## src/rtl/rv32i_mc_control.sv

```systemverilog
// Multicycle control FSM for the RV32I datapath.
// Sequences fetch/decode/execute, waits on the memory handshake and drives
// register enables and datapath mux selects. Outputs are decoded from the
// current state (plus funct3/br_en where an execute state needs them) and
// are all forced low while rst is high.
module rv32i_mc_control #(
    parameter int MEM_TIMEOUT = 0
) (
    input  logic       clk,
    input  logic       rst,
    input  logic [6:0] opcode,
    input  logic [2:0] funct3,
    input  logic       br_en,
    input  logic       mem_resp,
    output logic       load_pc,
    output logic       load_ir,
    output logic       load_regfile,
    output logic       load_mar,
    output logic       load_mdr,
    output logic       load_data_out,
    output logic       mem_read,
    output logic       mem_write,
    output logic [3:0] mem_byte_en,
    output logic [1:0] pcmux_sel,
    output logic       marmux_sel,
    output logic       alumux1_sel,
    output logic       alumux2_sel,
    output logic [2:0] imm_sel,
    output logic [2:0] regfilemux_sel,
    output logic       trap
);

    localparam logic [6:0] OP_LUI   = 7'b0110111;
    localparam logic [6:0] OP_AUIPC = 7'b0010111;
    localparam logic [6:0] OP_JAL   = 7'b1101111;
    localparam logic [6:0] OP_JALR  = 7'b1100111;
    localparam logic [6:0] OP_BR    = 7'b1100011;
    localparam logic [6:0] OP_LOAD  = 7'b0000011;
    localparam logic [6:0] OP_STORE = 7'b0100011;
    localparam logic [6:0] OP_IMM   = 7'b0010011;
    localparam logic [6:0] OP_REG   = 7'b0110011;

    localparam logic [2:0] IMM_I = 3'd0;
    localparam logic [2:0] IMM_U = 3'd1;
    localparam logic [2:0] IMM_B = 3'd2;
    localparam logic [2:0] IMM_S = 3'd3;
    localparam logic [2:0] IMM_J = 3'd4;

    localparam logic [2:0] RF_ALU  = 3'd0;
    localparam logic [2:0] RF_BR   = 3'd1;
    localparam logic [2:0] RF_UIMM = 3'd2;
    localparam logic [2:0] RF_MDR  = 3'd3;
    localparam logic [2:0] RF_PC4  = 3'd4;

    // Wait counter only needs to reach MEM_TIMEOUT-1; the cycle after that
    // without a response is the one that traps.
    localparam int CW = (MEM_TIMEOUT > 1) ? $clog2(MEM_TIMEOUT) : 1;
    localparam logic [CW-1:0] CNT_LAST = (MEM_TIMEOUT > 0) ? CW'(MEM_TIMEOUT - 1) : '0;

    typedef enum logic [4:0] {
        FETCH1, FETCH2, FETCH3, DECODE,
        LUI, AUIPC, JAL, JALR, BR, IMM, REG,
        CALC_ADDR, LD1, LD2, ST1, ST2,
        TRAP
    } state_t;

    typedef struct packed {
        logic       load_pc;
        logic       load_ir;
        logic       load_regfile;
        logic       load_mar;
        logic       load_mdr;
        logic       load_data_out;
        logic       mem_read;
        logic       mem_write;
        logic [3:0] mem_byte_en;
        logic [1:0] pcmux_sel;
        logic       marmux_sel;
        logic       alumux1_sel;
        logic       alumux2_sel;
        logic [2:0] imm_sel;
        logic [2:0] regfilemux_sel;
        logic       trap;
    } ctl_t;

    state_t        state, state_next;
    logic [CW-1:0] wait_cnt;
    logic          waiting;
    logic          timed_out;
    logic          is_load;
    logic          slt_op;
    ctl_t          ctl, ctl_out;

    assign waiting   = (state == FETCH2) || (state == LD1) || (state == ST1);
    // A response in the same cycle as the last allowed wait still wins.
    assign timed_out = (MEM_TIMEOUT > 0) && waiting && !mem_resp && (wait_cnt == CNT_LAST);
    assign is_load   = (opcode == OP_LOAD);
    // SLT/SLTU write the comparator result instead of the ALU output.
    assign slt_op    = (funct3[2:1] == 2'b01);

    // State register and per-state wait counter (cleared whenever the state changes).
    always_ff @(posedge clk) begin
        if (rst) begin
            state    <= FETCH1;
            wait_cnt <= '0;
        end else begin
            state <= state_next;
            if ((MEM_TIMEOUT > 0) && waiting && (state_next == state))
                wait_cnt <= wait_cnt + 1'b1;
            else
                wait_cnt <= '0;
        end
    end

    // Next-state logic and per-state control decode.
    always_comb begin
        state_next = state;
        ctl        = '0;
        case (state)
            FETCH1: begin
                ctl.load_mar = 1'b1;
                state_next   = FETCH2;
            end
            FETCH2: begin
                ctl.mem_read = 1'b1;
                ctl.load_mdr = 1'b1;
                if (mem_resp)       state_next = FETCH3;
                else if (timed_out) state_next = TRAP;
            end
            FETCH3: begin
                ctl.load_ir = 1'b1;
                state_next  = DECODE;
            end
            DECODE: begin
                case (opcode)
                    OP_LUI:            state_next = LUI;
                    OP_AUIPC:          state_next = AUIPC;
                    OP_JAL:            state_next = JAL;
                    OP_JALR:           state_next = JALR;
                    OP_BR:             state_next = BR;
                    OP_LOAD, OP_STORE: state_next = CALC_ADDR;
                    OP_IMM:            state_next = IMM;
                    OP_REG:            state_next = REG;
                    default:           state_next = TRAP;
                endcase
            end
            LUI: begin
                ctl.load_regfile   = 1'b1;
                ctl.regfilemux_sel = RF_UIMM;
                ctl.imm_sel        = IMM_U;
                ctl.load_pc        = 1'b1;
                state_next         = FETCH1;
            end
            AUIPC: begin
                ctl.alumux1_sel  = 1'b1;
                ctl.imm_sel      = IMM_U;
                ctl.load_regfile = 1'b1;
                ctl.load_pc      = 1'b1;
                state_next       = FETCH1;
            end
            IMM: begin
                ctl.imm_sel        = IMM_I;
                ctl.load_regfile   = 1'b1;
                ctl.load_pc        = 1'b1;
                ctl.regfilemux_sel = slt_op ? RF_BR : RF_ALU;
                state_next         = FETCH1;
            end
            REG: begin
                ctl.alumux2_sel    = 1'b1;
                ctl.load_regfile   = 1'b1;
                ctl.load_pc        = 1'b1;
                ctl.regfilemux_sel = slt_op ? RF_BR : RF_ALU;
                state_next         = FETCH1;
            end
            BR: begin
                ctl.alumux1_sel = 1'b1;
                ctl.imm_sel     = IMM_B;
                ctl.load_pc     = 1'b1;
                ctl.pcmux_sel   = br_en ? 2'd1 : 2'd0;
                state_next      = FETCH1;
            end
            JAL: begin
                ctl.alumux1_sel    = 1'b1;
                ctl.imm_sel        = IMM_J;
                ctl.load_regfile   = 1'b1;
                ctl.regfilemux_sel = RF_PC4;
                ctl.load_pc        = 1'b1;
                ctl.pcmux_sel      = 2'd1;
                state_next         = FETCH1;
            end
            JALR: begin
                ctl.imm_sel        = IMM_I;
                ctl.load_regfile   = 1'b1;
                ctl.regfilemux_sel = RF_PC4;
                ctl.load_pc        = 1'b1;
                ctl.pcmux_sel      = 2'd2;
                state_next         = FETCH1;
            end
            CALC_ADDR: begin
                ctl.load_mar      = 1'b1;
                ctl.marmux_sel    = 1'b1;
                ctl.imm_sel       = is_load ? IMM_I : IMM_S;
                ctl.load_data_out = !is_load;
                state_next        = is_load ? LD1 : ST1;
            end
            LD1: begin
                ctl.mem_read = 1'b1;
                ctl.load_mdr = 1'b1;
                if (mem_resp)       state_next = LD2;
                else if (timed_out) state_next = TRAP;
            end
            LD2: begin
                ctl.load_regfile   = 1'b1;
                ctl.regfilemux_sel = RF_MDR;
                ctl.load_pc        = 1'b1;
                state_next         = FETCH1;
            end
            ST1: begin
                ctl.mem_write = 1'b1;
                case (funct3)
                    3'b000:  ctl.mem_byte_en = 4'b0001;
                    3'b001:  ctl.mem_byte_en = 4'b0011;
                    default: ctl.mem_byte_en = 4'b1111;
                endcase
                if (mem_resp)       state_next = ST2;
                else if (timed_out) state_next = TRAP;
            end
            ST2: begin
                ctl.load_pc = 1'b1;
                state_next  = FETCH1;
            end
            TRAP: begin
                ctl.trap = 1'b1;
            end
            default: begin
                state_next = FETCH1;
            end
        endcase
    end

    // Reset blanks every output combinationally so strobes drop in the reset cycle.
    assign ctl_out = rst ? '0 : ctl;

    assign load_pc        = ctl_out.load_pc;
    assign load_ir        = ctl_out.load_ir;
    assign load_regfile   = ctl_out.load_regfile;
    assign load_mar       = ctl_out.load_mar;
    assign load_mdr       = ctl_out.load_mdr;
    assign load_data_out  = ctl_out.load_data_out;
    assign mem_read       = ctl_out.mem_read;
    assign mem_write      = ctl_out.mem_write;
    assign mem_byte_en    = ctl_out.mem_byte_en;
    assign pcmux_sel      = ctl_out.pcmux_sel;
    assign marmux_sel     = ctl_out.marmux_sel;
    assign alumux1_sel    = ctl_out.alumux1_sel;
    assign alumux2_sel    = ctl_out.alumux2_sel;
    assign imm_sel        = ctl_out.imm_sel;
    assign regfilemux_sel = ctl_out.regfilemux_sel;
    assign trap           = ctl_out.trap;

endmodule

```

## config.mk

```make
export PLATFORM = sky130hd
export DESIGN_NAME = rv32i_mc_control
export DESIGN_NICKNAME = d
export VERILOG_FILES = /design/src/rtl/rv32i_mc_control.sv
export SDC_FILE = /design/constraint.sdc
export NUM_CORES = 1
export LEC_CHECK = 0
export CAP_MARGIN = 25
export CORE_ASPECT_RATIO = 1.5
export CORE_MARGIN = 3
export CORE_UTILIZATION = 30
export CTS_CLUSTER_DIAMETER = 60
export CTS_CLUSTER_SIZE = 25
export DETAILED_ROUTE_END_ITERATION = 6
export SETUP_SLACK_MARGIN = 0.2
export SYNTH_ARGS = -nofsm -noshare
export SYNTH_HDL_FRONTEND = slang
export SYNTH_SLANG_ARGS = --single-unit
export TNS_END_PERCENT = 1
```

## constraint.sdc

```tcl
create_clock -name clk -period 5.3 [get_ports clk]
set_clock_uncertainty 0.1 [all_clocks]
set_input_delay 1.325 -clock clk [delete_from_list [all_inputs] [get_ports clk]]
set_output_delay 1.325 -clock clk [all_outputs]
set_load 0.02 [all_outputs]
```

==> results of run 1 <==
[tightest hold or removal path, cell delays in order, from the launching register on]
cell and delay (ns):
dfxtp_1 0.41, or4_1 0.14, o21bai_1 0.06
[routing by layer]
| layer | vias up | GRT usage [%] | wire [µm] |
|---|---|---|---|
| met1 | 434 | 20.7 | 959 |
| met2 | 46 | 29.5 | 1210 |
| met4 | 0 | 4.76 | 21 |
| met3 | 2 | 6.03 | 190 |
| li1 | 456 | - | - |
| met5 | - | 0 | 0 |
[where the power goes]
group	internal, mW	switching, mW	leakage (nW)
clock	0.0285	0.0162	0.0150
combinational	0.0256	0.0240	0.336
sequential	0.0397	0.00682	0.0409
total	0.0938	0.0470	0.392
[stage by stage]
step,hold WS (ns),cell area (µm²),total power [mW],util [%],cells
6_report,0.554,1110,0.141,52.1,163
5_1_grt,0.612,1110,0.153,52.1,163
4_1_cts,0.552,1100,0.142,51.7,163
3_5_place_dp,0.545,1070,0.0959,50.5,159
3_3_place_gp,0.554,1070,0.0957,50.5,159
2_1_floorplan,0.469,707,0.0725,-,107
[placed cells by master, fill, tap and decap left out, types with 2 or more instances in the layout]
master	count
clkdlybuf4s50_1	37
nor2_1	12
a21oi_1	12
nor3_1	10
nand2_1	10
nor2b_1	5
dfxtp_1	5
mux2i_1	4
or2_1	3
nand2b_1	3
inv_1	3
clkbuf_4	3
o21ai_1	2
o21a_1	2
o21ai_0	2
buf_4	2
[how the worst min path moves through the flow]
stage | start | endpoint | slack, ns
finish | state[4]$_SDFFE_PP0P_ | state[4]$_SDFFE_PP0P_ | 0.55
detailed placement | state[4]$_SDFFE_PP0P_ | state[4]$_SDFFE_PP0P_ | 0.55
global route | state[4]$_SDFFE_PP0P_ | state[4]$_SDFFE_PP0P_ | 0.61
global placement | state[4]$_SDFFE_PP0P_ | state[4]$_SDFFE_PP0P_ | 0.55
CTS | state[4]$_SDFFE_PP0P_ | state[4]$_SDFFE_PP0P_ | 0.55
floorplan | state[4]$_SDFFE_PP0P_ | state[4]$_SDFFE_PP0P_ | 0.47
[area by class of cell]
| cell class | instances | area share (%) |
|---|---|---|
| multi-input combinational | 90 | 50.3 |
| clock buffer | 4 | 2.37 |
| timing repair buffer | 39 | 34.8 |
| sequential | 5 | 9.04 |
| tap | 22 | 2.49 |
| inverter | 3 | 1.02 |
[repair_timing]
item                                    in CTS  in global routing
hold endpoints to repair                     0                  0
gates resized for setup                      0                  1
endpoints found under the setup margin       0                  2
[cell families (layout without fill, tap and decap cells)]
family	Yosys count	after routing
buffers and inverters	12	46
multiplexers	4	4
flip-flops	5	5
AO/OA/AOI/OAI	31	31
XOR/XNOR	1	1
AND/OR/NAND/NOR	54	54
==> flow_summary_export.csv, run 1 <==
group,metric,value,unit
critical_path,rr_startpoint,"state[0]$_SDFFE_PP0P_",
clocking,clk_pin_slew,0.05,ns
synthesis,synth_ff_type,"dfxtp_1",
synthesis,muxShareOfSynthArea,5.66,%
clocking,cts-hold-fix-buffers,0,
clocking,cts.sinks,5,
synthesis,synth_top_cell_area_share,14.2,%
timing,slew_headroom,65.4,%
global_route,grt_usage,17.7,%
synthesis,synth_common_cells,"12 x a21oi_1, 12 x nor2_1, 10 x nand2_1, 10 x nor3_1",
clocking,numCtsBuffers,3,
placement,gp_congestion,0.806,
synthesis,postSynthAreaPerCell,6.61,µm²
finish,regMostFlops,"state",
timing,fmax,0.204,GHz
timing,setup_viol,0,
finish,antenna_cells,0,
timing,finalCritPeriodShare,92.7,%
power_and_ir_drop,p_per_area,127,nW/µm²
placement,dp_hpwl,1880,µm
detailed_routing,dr_total_vias,938,
synthesis,synth_edf_count,0,
power_and_ir_drop,leakage,0.392,nW
critical_path,critPathTopFamily,"buffers and inverters",
global_route,grt_pass1_wl,4110,µm
critical_path,path_class,"input port to output port",
critical_path,slowest_stage,"clkdlybuf4s50_1",
synthesis,yosys.area_share.simple,40.2,%
critical_path,endpoint,"imm_sel[0]",
floorplanning,io_pins,38,
timing,setup_slack,0.387,ns
synthesis,synthesis.area,707,µm²
global_route,grt_overflow_total,0,
floorplanning,die_h,65.5,µm
min_path,hold_class,"flip-flop to flip-flop",
clocking,clk_latency,0.24,ns
flow_run,maxCapViolCount,0,
synthesis,synth_compound_area_share,30.6,%
min_path,hold_depth,2,
synthesis,synth_seq_cells,5,
clocking,cts_max_path_buffers,2,
outcome,status,"complete, no violations",
timing,slew_viol_final,0,
floorplanning,fp-row-count,20,
critical_path,rrSetupSlack,3.03,ns
timing,finalSetupTns,0,ns
detailed_routing,first_iter_violations,49,
synthesis,async_flop_share,0,%
critical_path,startpoint,"opcode[2]",
placement,port-buffer-count,37,
timing,worst_pin_slew,0.518,ns
global_route,antenna_found_initial,0,
floorplanning,core-area,2130,µm²
finish,multi_input_area,557,µm²
critical_path,timing.critical_path.buf_inv,2,
finish,seq_area,100,µm²
synthesis,synth_area_leaders,"dfxtp_1 14%, a21oi_1 8.5%, nor3_1 7.1%",
synthesis,synth_top_family_by_area,"simple AND/OR/NAND/NOR gates",
critical_path,crit_path_max_incr_delay,0.54,ns
floorplanning,initial_utilization,33.2,%
timing,rsz0062_at_grt,"no",
detailed_routing,drtPass1Iterations,4,
synthesis,synthesis.nets,121,
synthesis,syn_inst,107,
synthesis,synth_fa_ha_area_share,0,%
critical_path,cpMostUsedCell,"clkdlybuf4s50_1",
critical_path,required,3.88,ns
timing,fin_crit,4.91,ns
finish,largest_reg_flops,5,
critical_path,r2r-end,"state[0]$_SDFFE_PP0P_",
floorplanning,dieArea,2990,µm²
global_route,grt_max_degree,16,
detailed_routing,drc,0,
detailed_routing,wl_per_cell,14.6,µm
critical_path,r2r_cells,4,
critical_path,start_kind,"input port",
finish,fillCellCount,215,
finish,syn_to_final_growth,56.6,%
synthesis,yosysWarnings,0,
critical_path,end_kind,"output port",
synthesis,synthXorXnorAreaFrac,1.24,%
finish,drive_gt1_share,5.67,%
global_route,grt_pass1_vias,933,
clocking,cts_tree,"yes",
detailed_routing,antenna_left,0,
clocking,cts_max_level,1,
placement,pre_cts_slack,0.228,ns
power_and_ir_drop,ir_drop,0.000133,V
critical_path,critPathArrivalTime,3.49,ns
synthesis,yosysUniqueCellTypes,42,
floorplanning,die_x,45.6,µm
critical_path,cp_max_fo,5,
finish,final_nets,156,
detailed_routing,wl,2380,µm
clocking,root_buffer,"clkbuf_4",
critical_path,path_cells,"clkdlybuf4s50_1 -> or3_1 -> o41ai_2 -> nor2_1 -> o21a_1 -> clkdlybuf4s50_1",
detailed_routing,viasPerCell,5.75,
synthesis,ys_seq_area_share,14.2,%
finish,largestRegisters,"state: 5 flops",
synthesis,synth_area_leader_cell,"dfxtp_1",
critical_path,critical_path_depth,6,
timing,hold_viol_final,0,
clocking,post_cts_buffers,0,
Note: power is estimated with default switching activity, not from simulation.
==> run 2: changes to the inputs <==
--- a/config.mk
+++ b/config.mk
@@ -7,12 +7,13 @@
 export LEC_CHECK = 0
 export CAP_MARGIN = 25
 export CORE_ASPECT_RATIO = 1.5
-export CORE_MARGIN = 3
+export CORE_MARGIN = 5
 export CORE_UTILIZATION = 30
 export CTS_CLUSTER_DIAMETER = 60
 export CTS_CLUSTER_SIZE = 25
 export DETAILED_ROUTE_END_ITERATION = 6
 export SETUP_SLACK_MARGIN = 0.2
+export SLEW_MARGIN = 20
 export SYNTH_ARGS = -nofsm -noshare
 export SYNTH_HDL_FRONTEND = slang
 export SYNTH_SLANG_ARGS = --single-unit
==> run 2 against run 1 <==
  * Critical path depth unchanged
  * Global-route usage decreased by 3.5 points
  * Cell count unchanged
  * Via count increased by 1.1%
  * Combinational power about the same
==> flow_summary_export.csv, run 2 (synthesized netlist as in run 1, its figures left out) <==
group,metric,value,unit
global_route,grt_overflow_total,0,
placement,pre_cts_slack,0.239,ns
clocking,cts_max_path_buffers,2,
timing,finalCritPeriodShare,92.8,%
power_and_ir_drop,p_total,0.140,mW
critical_path,start_kind,"input port",
floorplanning,io_pins,38,
timing,fmax,0.203,GHz
timing,fin_crit,4.92,ns
floorplanning,die_h,69.5,µm
critical_path,rrSetupSlack,3.06,ns
power_and_ir_drop,ir_drop,0.000125,V
placement,port-buffer-count,37,
floorplanning,fp-row-count,21,
finish,layout_commonest_cell,"clkdlybuf4s50_1",
timing,finalSetupTns,0,ns
global_route,antenna_found_initial,0,
clocking,cts_resized,0,
detailed_routing,antenna_left,0,
global_route,grt_pass1_wl,4170,µm
power_and_ir_drop,leakage,0.387,nW
floorplanning,core-area,2260,µm²
finish,regMostFlops,"state",
clocking,cts-hold-fix-buffers,0,
detailed_routing,drtPass1Iterations,4,
finish,largestRegisters,"state: 5 flops",
floorplanning,initial_utilization,31.3,%
timing,setup_slack,0.380,ns
clocking,cts.sinks,5,
placement,dp_hpwl,1870,µm
clocking,cts_max_level,1,
critical_path,required,3.88,ns
detailed_routing,viasPerCell,5.82,
clocking,cts_tree,"yes",
finish,antenna_cells,0,
finish,syn_to_final_growth,55.8,%
finish,drive_gt1_share,5.00,%
power_and_ir_drop,p_per_area,127,nW/µm²
timing,rsz0062_at_grt,"no",
finish,final_cell_mix,"37 x clkdlybuf4s50_1, 12 x nor2_1, 12 x a21oi_1",
detailed_routing,first_iter_violations,47,
timing,hold_viol_final,0,
floorplanning,die_x,49.6,µm
detailed_routing,wl,2440,µm
timing,worst_pin_slew,0.535,ns
critical_path,cp_max_fo,5,
min_path,hold_class,"flip-flop to flip-flop",
global_route,grt_usage,14.2,%
clocking,numCtsBuffers,3,
clocking,clk_latency,0.24,ns
timing,setup_viol,0,
global_route,grt_pass1_vias,907,
min_path,hold_depth,2,
timing,slew_viol_final,0,
flow_run,maxCapViolCount,0,
global_route,grt_max_degree,16,
critical_path,path_class,"input port to output port",
finish,final_nets,155,
placement,gp_congestion,0.794,
critical_path,critPathArrivalTime,3.49,ns
clocking,root_buffer,"clkbuf_4",
floorplanning,dieArea,3450,µm²
critical_path,end_kind,"output port",
detailed_routing,drc,0,
detailed_routing,wl_per_cell,15.0,µm
finish,largest_reg_flops,5,
outcome,status,"complete, no violations",
timing,slew_headroom,64.3,%
clocking,clk_pin_slew,0.04,ns
clocking,post_cts_buffers,0,
critical_path,r2r_cells,4,
detailed_routing,dr_total_vias,948,
[run 2: changes by cell type in the layout (fill, tap and decap cells not counted)]
cell,change
buf_4,-1
[run 2: path summary, 6_finish.rpt]
path,end,startpoint
max reg2reg,state[0]$_SDFFE_PP0P_,state[0]$_SDFFE_PP0P_
min reg2reg,state[4]$_SDFFE_PP0P_,state[4]$_SDFFE_PP0P_
max,imm_sel[0],opcode[2]
min,state[4]$_SDFFE_PP0P_,state[4]$_SDFFE_PP0P_
[run 2: stage by stage]
| stage | utilization (%) | hold slack [ns] | instances | instance area (µm²) |
|---|---|---|---|---|
| floorplan | - | 0.469 | 107 | 707 |
| global placement | 47.2 | 0.539 | 159 | 1070 |
| detailed placement | 47.2 | 0.550 | 159 | 1070 |
| CTS | 48.4 | 0.561 | 163 | 1090 |
| global route | 48.7 | 0.622 | 163 | 1100 |
| finish | 48.7 | 0.553 | 163 | 1100 |
[run 2: cell type report]
class / count / area, µm²
Inverter: 3 / 11.3
Sequential cell: 5 / 100
Tap cell: 23 / 28.8
Timing Repair Buffer: 38 / 378
Clock buffer: 4 / 26.3
Fill cell: 228 / 1160
Multi-Input combinational cell: 90 / 557
[run 2: worst max-delay path, stage by stage]
cell and delay, ns:
clkdlybuf4s50_1 0.48, or3_1 0.43, o41ai_2 0.42, nor2_1 0.11, o21a_1 0.20, clkdlybuf4s50_1 0.53
[run 2: where the power goes]
group | internal (mW) | switching (mW)
clock network | 0.0285 | 0.0157
registers | 0.0398 | 0.00674
logic | 0.0251 | 0.0243
[run 2: routing by layer]
| metal | GRT usage, % | share of wire [%] | vias up |
|---|---|---|---|
| li1 | - | - | 460 |
| met1 | 17.0 | 42 | 448 |
| met2 | 23.9 | 51 | 40 |
| met3 | 5.59 | 7.6 | 0 |
| met4 | 2.04 | 0 | 0 |
| met5 | 0 | 0 | - |
